$ cat src/rtl/laser_scan_ctrl.sv
// Scan scheduler: steps a candidate circle centre across a window in raster order,
// streams the point list through an external point-in-circle unit and keeps the best centre.
module laser_scan_ctrl #(
   parameter int NPTS = 40,
   parameter int AW   = 6
) (
   input  logic          CLK,
   input  logic          RST,
   input  logic          start,
   input  logic [3:0]    win_x0,
   input  logic [3:0]    win_y0,
   input  logic [3:0]    win_x1,
   input  logic [3:0]    win_y1,
   input  logic          hit,
   output logic [AW-1:0] pt_addr,
   output logic          pt_rd,
   output logic [3:0]    cand_x,
   output logic [3:0]    cand_y,
   output logic          busy,
   output logic          done,
   output logic          err,
   output logic [3:0]    best_x,
   output logic [3:0]    best_y,
   output logic [5:0]    best_cnt
);

   typedef enum logic [2:0] {IDLE, SCAN, DRAIN, NEXT, FIN} state_t;

   state_t        state_q, state_d;
   logic [AW-1:0] addr_q, addr_d;
   logic          vld_q, vld_d;
   logic [5:0]    acc_q, acc_d;
   logic [3:0]    cand_x_q, cand_x_d, cand_y_q, cand_y_d;
   logic [3:0]    wx0_q, wx0_d, wy0_q, wy0_d, wx1_q, wx1_d, wy1_q, wy1_d;
   logic [3:0]    best_x_q, best_x_d, best_y_q, best_y_d;
   logic [5:0]    best_cnt_q, best_cnt_d;
   logic          err_q, err_d;

   always_comb begin
      // NOTE: every signal gets a default first so no path through the case leaves one unassigned (no latches).
      state_d    = state_q;
      addr_d     = addr_q;
      vld_d      = (state_q == SCAN);
      acc_d      = acc_q;
      cand_x_d   = cand_x_q;
      cand_y_d   = cand_y_q;
      wx0_d      = wx0_q;
      wy0_d      = wy0_q;
      wx1_d      = wx1_q;
      wy1_d      = wy1_q;
      best_x_d   = best_x_q;
      best_y_d   = best_y_q;
      best_cnt_d = best_cnt_q;
      err_d      = err_q;

      // hit belongs to the address issued one cycle earlier, qualified by the delayed valid
      if (vld_q && hit) acc_d = acc_q + 6'd1;

      unique case (state_q)
         IDLE: begin
            addr_d = '0;
            if (start) begin
               wx0_d      = win_x0;
               wy0_d      = win_y0;
               wx1_d      = win_x1;
               wy1_d      = win_y1;
               acc_d      = '0;
               best_cnt_d = '0;
               best_x_d   = win_x0;
               best_y_d   = win_y0;
               cand_x_d   = win_x0;
               cand_y_d   = win_y0;
               err_d      = (win_x0 > win_x1) || (win_y0 > win_y1);
               state_d    = err_d ? FIN : SCAN;
            end
         end
         SCAN: begin
            if (addr_q == AW'(NPTS - 1)) begin
               addr_d  = '0;
               state_d = DRAIN;
            end else begin
               addr_d = addr_q + AW'(1);
            end
         end
         DRAIN: state_d = NEXT;
         NEXT: begin
            // strict compare so ties keep the earlier candidate
            if (acc_q > best_cnt_q) begin
               best_cnt_d = acc_q;
               best_x_d   = cand_x_q;
               best_y_d   = cand_y_q;
            end
            acc_d = '0;
            if (cand_x_q < wx1_q) begin
               cand_x_d = cand_x_q + 4'd1;
               state_d  = SCAN;
            end else if (cand_y_q < wy1_q) begin
               cand_x_d = wx0_q;
               cand_y_d = cand_y_q + 4'd1;
               state_d  = SCAN;
            end else begin
               state_d = FIN;
            end
         end
         FIN: state_d = IDLE;
         default: state_d = IDLE;
      endcase
   end

   always_ff @(posedge CLK) begin
      // NOTE: non-blocking assignments so every flop samples pre-edge values regardless of statement order.
      if (RST) begin
         state_q    <= IDLE;
         addr_q     <= '0;
         vld_q      <= 1'b0;
         acc_q      <= '0;
         cand_x_q   <= '0;
         cand_y_q   <= '0;
         wx0_q      <= '0;
         wy0_q      <= '0;
         wx1_q      <= '0;
         wy1_q      <= '0;
         best_x_q   <= '0;
         best_y_q   <= '0;
         best_cnt_q <= '0;
         err_q      <= 1'b0;
      end else begin
         state_q    <= state_d;
         addr_q     <= addr_d;
         vld_q      <= vld_d;
         acc_q      <= acc_d;
         cand_x_q   <= cand_x_d;
         cand_y_q   <= cand_y_d;
         wx0_q      <= wx0_d;
         wy0_q      <= wy0_d;
         wx1_q      <= wx1_d;
         wy1_q      <= wy1_d;
         best_x_q   <= best_x_d;
         best_y_q   <= best_y_d;
         best_cnt_q <= best_cnt_d;
         err_q      <= err_d;
      end
   end

   assign pt_addr  = addr_q;
   assign pt_rd    = (state_q == SCAN);
   assign cand_x   = cand_x_q;
   assign cand_y   = cand_y_q;
   assign busy     = (state_q != IDLE);
   assign done     = (state_q == FIN);
   assign err      = err_q;
   assign best_x   = best_x_q;
   assign best_y   = best_y_q;
   assign best_cnt = best_cnt_q;

endmodule
$ cat config.mk
export PLATFORM = sky130hd
export DESIGN_NAME = laser_scan_ctrl
export DESIGN_NICKNAME = d
export VERILOG_FILES = /design/src/rtl/laser_scan_ctrl.sv
export SDC_FILE = /design/constraint.sdc
export NUM_CORES = 1
export LEC_CHECK = 0
export CORE_MARGIN = 3
export CORE_UTILIZATION = 53
export CTS_CLUSTER_DIAMETER = 40
export DETAILED_ROUTE_END_ITERATION = 10
export PLACE_DENSITY_LB_ADDON = 0.12
export SYNTH_ARGS = -nofsm -noshare
export SYNTH_HDL_FRONTEND = slang
export SYNTH_SLANG_ARGS = --single-unit
$ cat constraint.sdc
create_clock -name CLK -period 2.5 [get_ports CLK]
set_input_delay 0.25 -clock CLK [delete_from_list [all_inputs] [get_ports CLK]]
set_output_delay 0.25 -clock CLK [all_outputs]
set_load 0.02 [all_outputs]
# [Yosys cells after proc, flatten, opt, wreduce, memory -nomap -nowiden]
# Index checks and enable logic that the tools add are counted.
# Widths: inputs -> output; s select.
[word_totals] register_bits=51 inputBits=20 wordCells=70
[op_classes] add_sub_neg=4 n_lt_le_gt_ge=5 n_eq_ne=11 muxes=26 n_reduce_logical=11
[ops] operator="$pmux 6 s2" count=3
[ops] operator="$mux 4" count=8
[ops] operator="$pmux 4 s2" count=4
[ops] operator="$mux 6" count=5
[ops] operator="$mux 3" count=5
[ops] operator="$add 6x1->6 const B" count=2
[ops] operator="$pmux 3 s4" count=1
[ops] operator="$add 4x1->4 const B" count=2
[ops] operator="$gt 4x4->1" count=2
[ops] operator="$lt 4x4->1" count=2
[ops] operator="$ne 2x2->1 const B" count=4
[ops] operator="$eq 3x2->1 const B" count=2
[ops] operator="$eq 6x6->1 const B" count=1
[ops] operator="$gt 6x6->1" count=1
[ops] operator="$reduce_and 3->1" count=2
[ops] operator="$reduce_and 2->1" count=2
[ops] operator="$reduce_and 4->1" count=1
[ops] operator="$reduce_bool 2->1" count=2
[ops] operator="$eq 3x1->1 const B" count=1
[ops] operator="$eq 3x3->1 const B" count=1
[ops] operator="$logic_not 3->1" count=1
[ops] operator="$ne 3x3->1 const B" count=1
[ops] operator="$reduce_bool 3->1" count=1
[ops] operator="$ne 2x1->1 const B" count=1
[ops] operator="2 further kinds" count=2

# [Depth between registers and ports, before layout]
[logic_depth] ltp_word=5 ltp_mapped=9 mapped_depth_nobuf=8

# [Worst setup path after synthesis]
# Ideal clock, no wire load.
[synth_timing] path_type="reg-to-reg" start="reg best_cnt_q[3], in the netlist best_cnt[3]" end="reg best_cnt_q[1], in the netlist best_cnt[1]" setup_time_ns=0.128 arrival_time_ns=1.862 path_slack_ns=0.510 path_stages_with_launch=8 period_less_slack_ns=1.990 path_cell_list="dfxtp_1 > inv_1 > ha_1 > a211oi_1 > nor2_1 > o31ai_2 > mux2i_1 > nor2_1"
[synth_via] elab_chain_cells=3
[synth_rtl] element="start: declaration" line="36" rtl="logic [5:0] best_cnt_q, best_cnt_d;"
[synth_rtl] element="start signal: assignment" line="140" rtl="best_cnt_q <= best_cnt_d;"
[synth_rtl] element="$gt 6x6->1" line="88" rtl="if (acc_q > best_cnt_q) begin"
[synth_rtl] element="$ne 2x2->1 (no line)"
[synth_rtl] element="$reduce_and 3->1 (no line)"
# No other way between the ends.
# A chain may end at the register's enable or synchronous reset.

# [Final worst setup path]
[layout_timing] start="reg state_q[1]" end="out pt_rd"
[layout_via] elab_chain_cells=1
[layout_rtl] element="start: declaration" line="29" rtl="state_t state_q, state_d;"
[layout_rtl] element="start signal: assignment" line="128" rtl="state_q <= state_d;"
[layout_rtl] element="$eq 3x1->1" line="146" rtl="assign pt_rd = (state_q == SCAN);"
[layout_rtl] element="end: declaration" line="16" rtl="output logic pt_rd,"
# No other way between the ends.

==> flow_summary.json <==
{
  "crit_path_end_kind": "output pin",
  "max_stage_delay_ps": 610,
  "syn_avg_cell_area_um2": 8.191,
  "r2r_slack_ps": 500,
  "clk_pin_slew_ps": 90,
  "grt_max_degree": 38,
  "core.rowCount": 26,
  "cts-hold-fix-buffers": 0,
  "fin_cells": 475,
  "syn_inst": 353,
  "cts_buffers": 5,
  "crit_path_start_kind": "flop",
  "fillCellCount": 464,
  "place_area_um2": 3470,
  "multi_input_area_um2": 1659,
  "htree_levels": 2,
  "die_y_um": 79.86,
  "antenna_found_initial": 0,
  "cts_tree": "done",
  "drt_iter0_markers": 107,
  "fin_setup_tns_ps": 0,
  "synth_area_leader_cell": "dfxtp_1",
  "boundaryPins": 52,
  "final-max-slew-violation-count": 0,
  "grt_pass1_vias": 2490,
  "diodes": 0,
  "hpwl_um": 4708,
  "drt_wl_total_um": 6241,
  "min_period_ps": 2104,
  "initial_core_util_pct": 55.55,
  "first_pass_iters": 4,
  "ys_seq_elements": 51,
  "io_buffers": 51,
  "tightest_slew_ps": 613.1,
  "leakagePower_uw": 0.001405,
  "synthesis.nets": 397,
  "syn_area_um2": 2892,
  "overflow": 0,
  "finalClockSkew_ps": 5.089,
  "crit_fanout": 13,
  "crit_type": "flop to output pin",
  "vias_per_cell": 5.387,
  "yosysWarnings": 0,
  "post-route-period-util_pct": 84.16,
  "synth_ff_type": "dfxtp_1",
  "power_uw": 2478,
  "detail-route-antenna-nets": 0,
  "wire_per_inst_um": 13.14,
  "rsz0062_at_grt": "no",
  "hold_viol_final": 0,
  "drive_above_1_share_pct": 7.654,
  "crit_buf_inv": 1,
  "required_ps": 2250,
  "max_freq_mhz": 475.3,
  "dieArea_um2": 6378,
  "fin_area_um2": 3555,
  "cts_resized": 0,
  "gp_congestion": 0.8044,
  "drc": 0,
  "setup_violations": 0,
  "clkLatencyLatePin_ps": 310,
  "cpLargestDelayFamily": "buffers and inverters",
  "powerDensity_nw_per_um2": 697.1,
  "cts.sinks": 51,
  "clock_path_buffers": 2,
  "cts-root-buf": "clkbuf_8",
  "register_area_um2": 1021,
  "grt_usage_pct": 21.81,
  "ys_types": 52,
  "cap_viol_max_count": 0,
  "cp_cell_sequence": "nor2_1 -> and2_1 -> clkdlybuf4s50_1",
  "nets": 448,
  "seq_area_frac_synth_pct": 35.31,
  "status": "complete, no violations",
  "post_cts_buffers": 0,
  "via_count": 2559,
  "synth_area_leaders": "dfxtp_1 (35%), ha_1 (10%), nand2_1 (6.9%), nor2_1 (5.2%), a21oi_1 (4.8%)",
  "hp-class": "flop to flop",
  "grt_pass1_wl_um": 11110,
  "core_um2": 5205,
  "syn2layout_area_growth_pct": 22.93,
  "ir_worst_vdd_uv": 462.8,
  "dieWidth_um": 79.86,
  "synthArstFlopShare_pct": 0,
  "synth_enable_flop_cells": 0,
  "synth_top_area_share_pct": 35.31,
  "dp_cells": 467,
  "slew_headroom_pct": 59.01,
  "crit_arrival_ps": 1850,
  "slowest_stage": "clkdlybuf4s50_1"
}
## per-stage QoR
| stage | setup slack [ps] | util (%) | hold slack (ps) |
|---|---|---|---|
| floorplan | 510.0 | - | 386.0 |
| detailed placement | 422.1 | 66.66 | 444.7 |
| global placement | 515.6 | 66.66 | 443.9 |
| global route | 187.4 | 68.29 | 475.8 |
| CTS | 372.6 | 68.29 | 456.9 |
| finish | 396.1 | 68.29 | 454.6 |
## tightest hold or removal path, delay by kind of cell (launching register included)
| family | cells | cell delay, ps |
|---|---|---|
| flops | 1 | 310 |
| simple gates | 1 | 50 |
| compound gates | 1 | 50 |
## synth_stat cells, drive strengths merged (6+ instances only)
master / number
a21oi: 30
a311oi: 9
a31oi: 6
buf: 10
clkbuf: 8
dfxtp: 51
ha: 24
inv: 29
mux2i: 6
nand2: 53
nand2b: 6
nand3: 7
nand4: 7
nor2: 41
nor3: 6
o21ai: 9
xor2: 7
## power breakdown
part | total (uW) | switching [uW] | internal (uW)
Sequential | 1020 | 110 | 914
Clock | 463 | 267 | 196
Combinational | 991 | 550 | 442
Total | 2480 | 927 | 1550
## sequential cells by signal (all words and copies together) (netlist names)
register  count
acc_q         6
best_cnt      6
pt_addr       6
best_x        4
best_y        4
cand_x        4
cand_y        4
wx0_q         4
wx1_q         4
wy1_q         4
state_q       3
err           1
vld_q         1
## layout by cell type (no fill, tap or decap), drive strengths merged, types with 9 or more instances in the layout
cell	n
ha	24
a21oi	30
buf	11
clkdlybuf4s50	51
nand2	53
o21ai	9
inv	29
dfxtp	51
a311oi	9
nor2	41
## layout make-up
class                      count  area share, %
multi-input combinational    255          46.67
sequential                    51          28.72
timing repair buffer          62          16.68
inverter                      29          3.062
tap                           70          2.464
clock buffer                   6          2.042
clock inverter                 2         0.3520
## path summary, 6_finish.rpt
| path | endpoint | from | cells after the start |
|---|---|---|---|
| worst max-delay path | pt_rd | state_q[1] | 3 |
| worst min register to register | wx0_q[3] | wx0_q[3] | 2 |
| worst max register to register | best_y[2] | best_cnt[3] | 8 |
| worst min-delay path | wx0_q[3] | wx0_q[3] | 2 |
## cells by family (layout without fill, tap and decap cells)
kind of cell	Yosys count	count (layout)	share of synthesized area, %
muxes	6	6	2.077
adders and majority gates	24	24	10.39
DFF	51	51	35.31
AOI/OAI and AO/OA	80	80	20.25
xor gates and xnor gates	10	10	3.029
and+or+nand+nor	135	135	21.63
buffers and inverters	47	99	7.312
## per-layer routing
metal,vias to the layer above,routed length [um],GRT usage [%]
met5,-,0,0
met4,0,72,6.926
met3,7,264,4.402
met2,60,2913,35.14
met1,1171,2991,29.24
li1,1321,-,-
(Power assumes the default switching activity.)
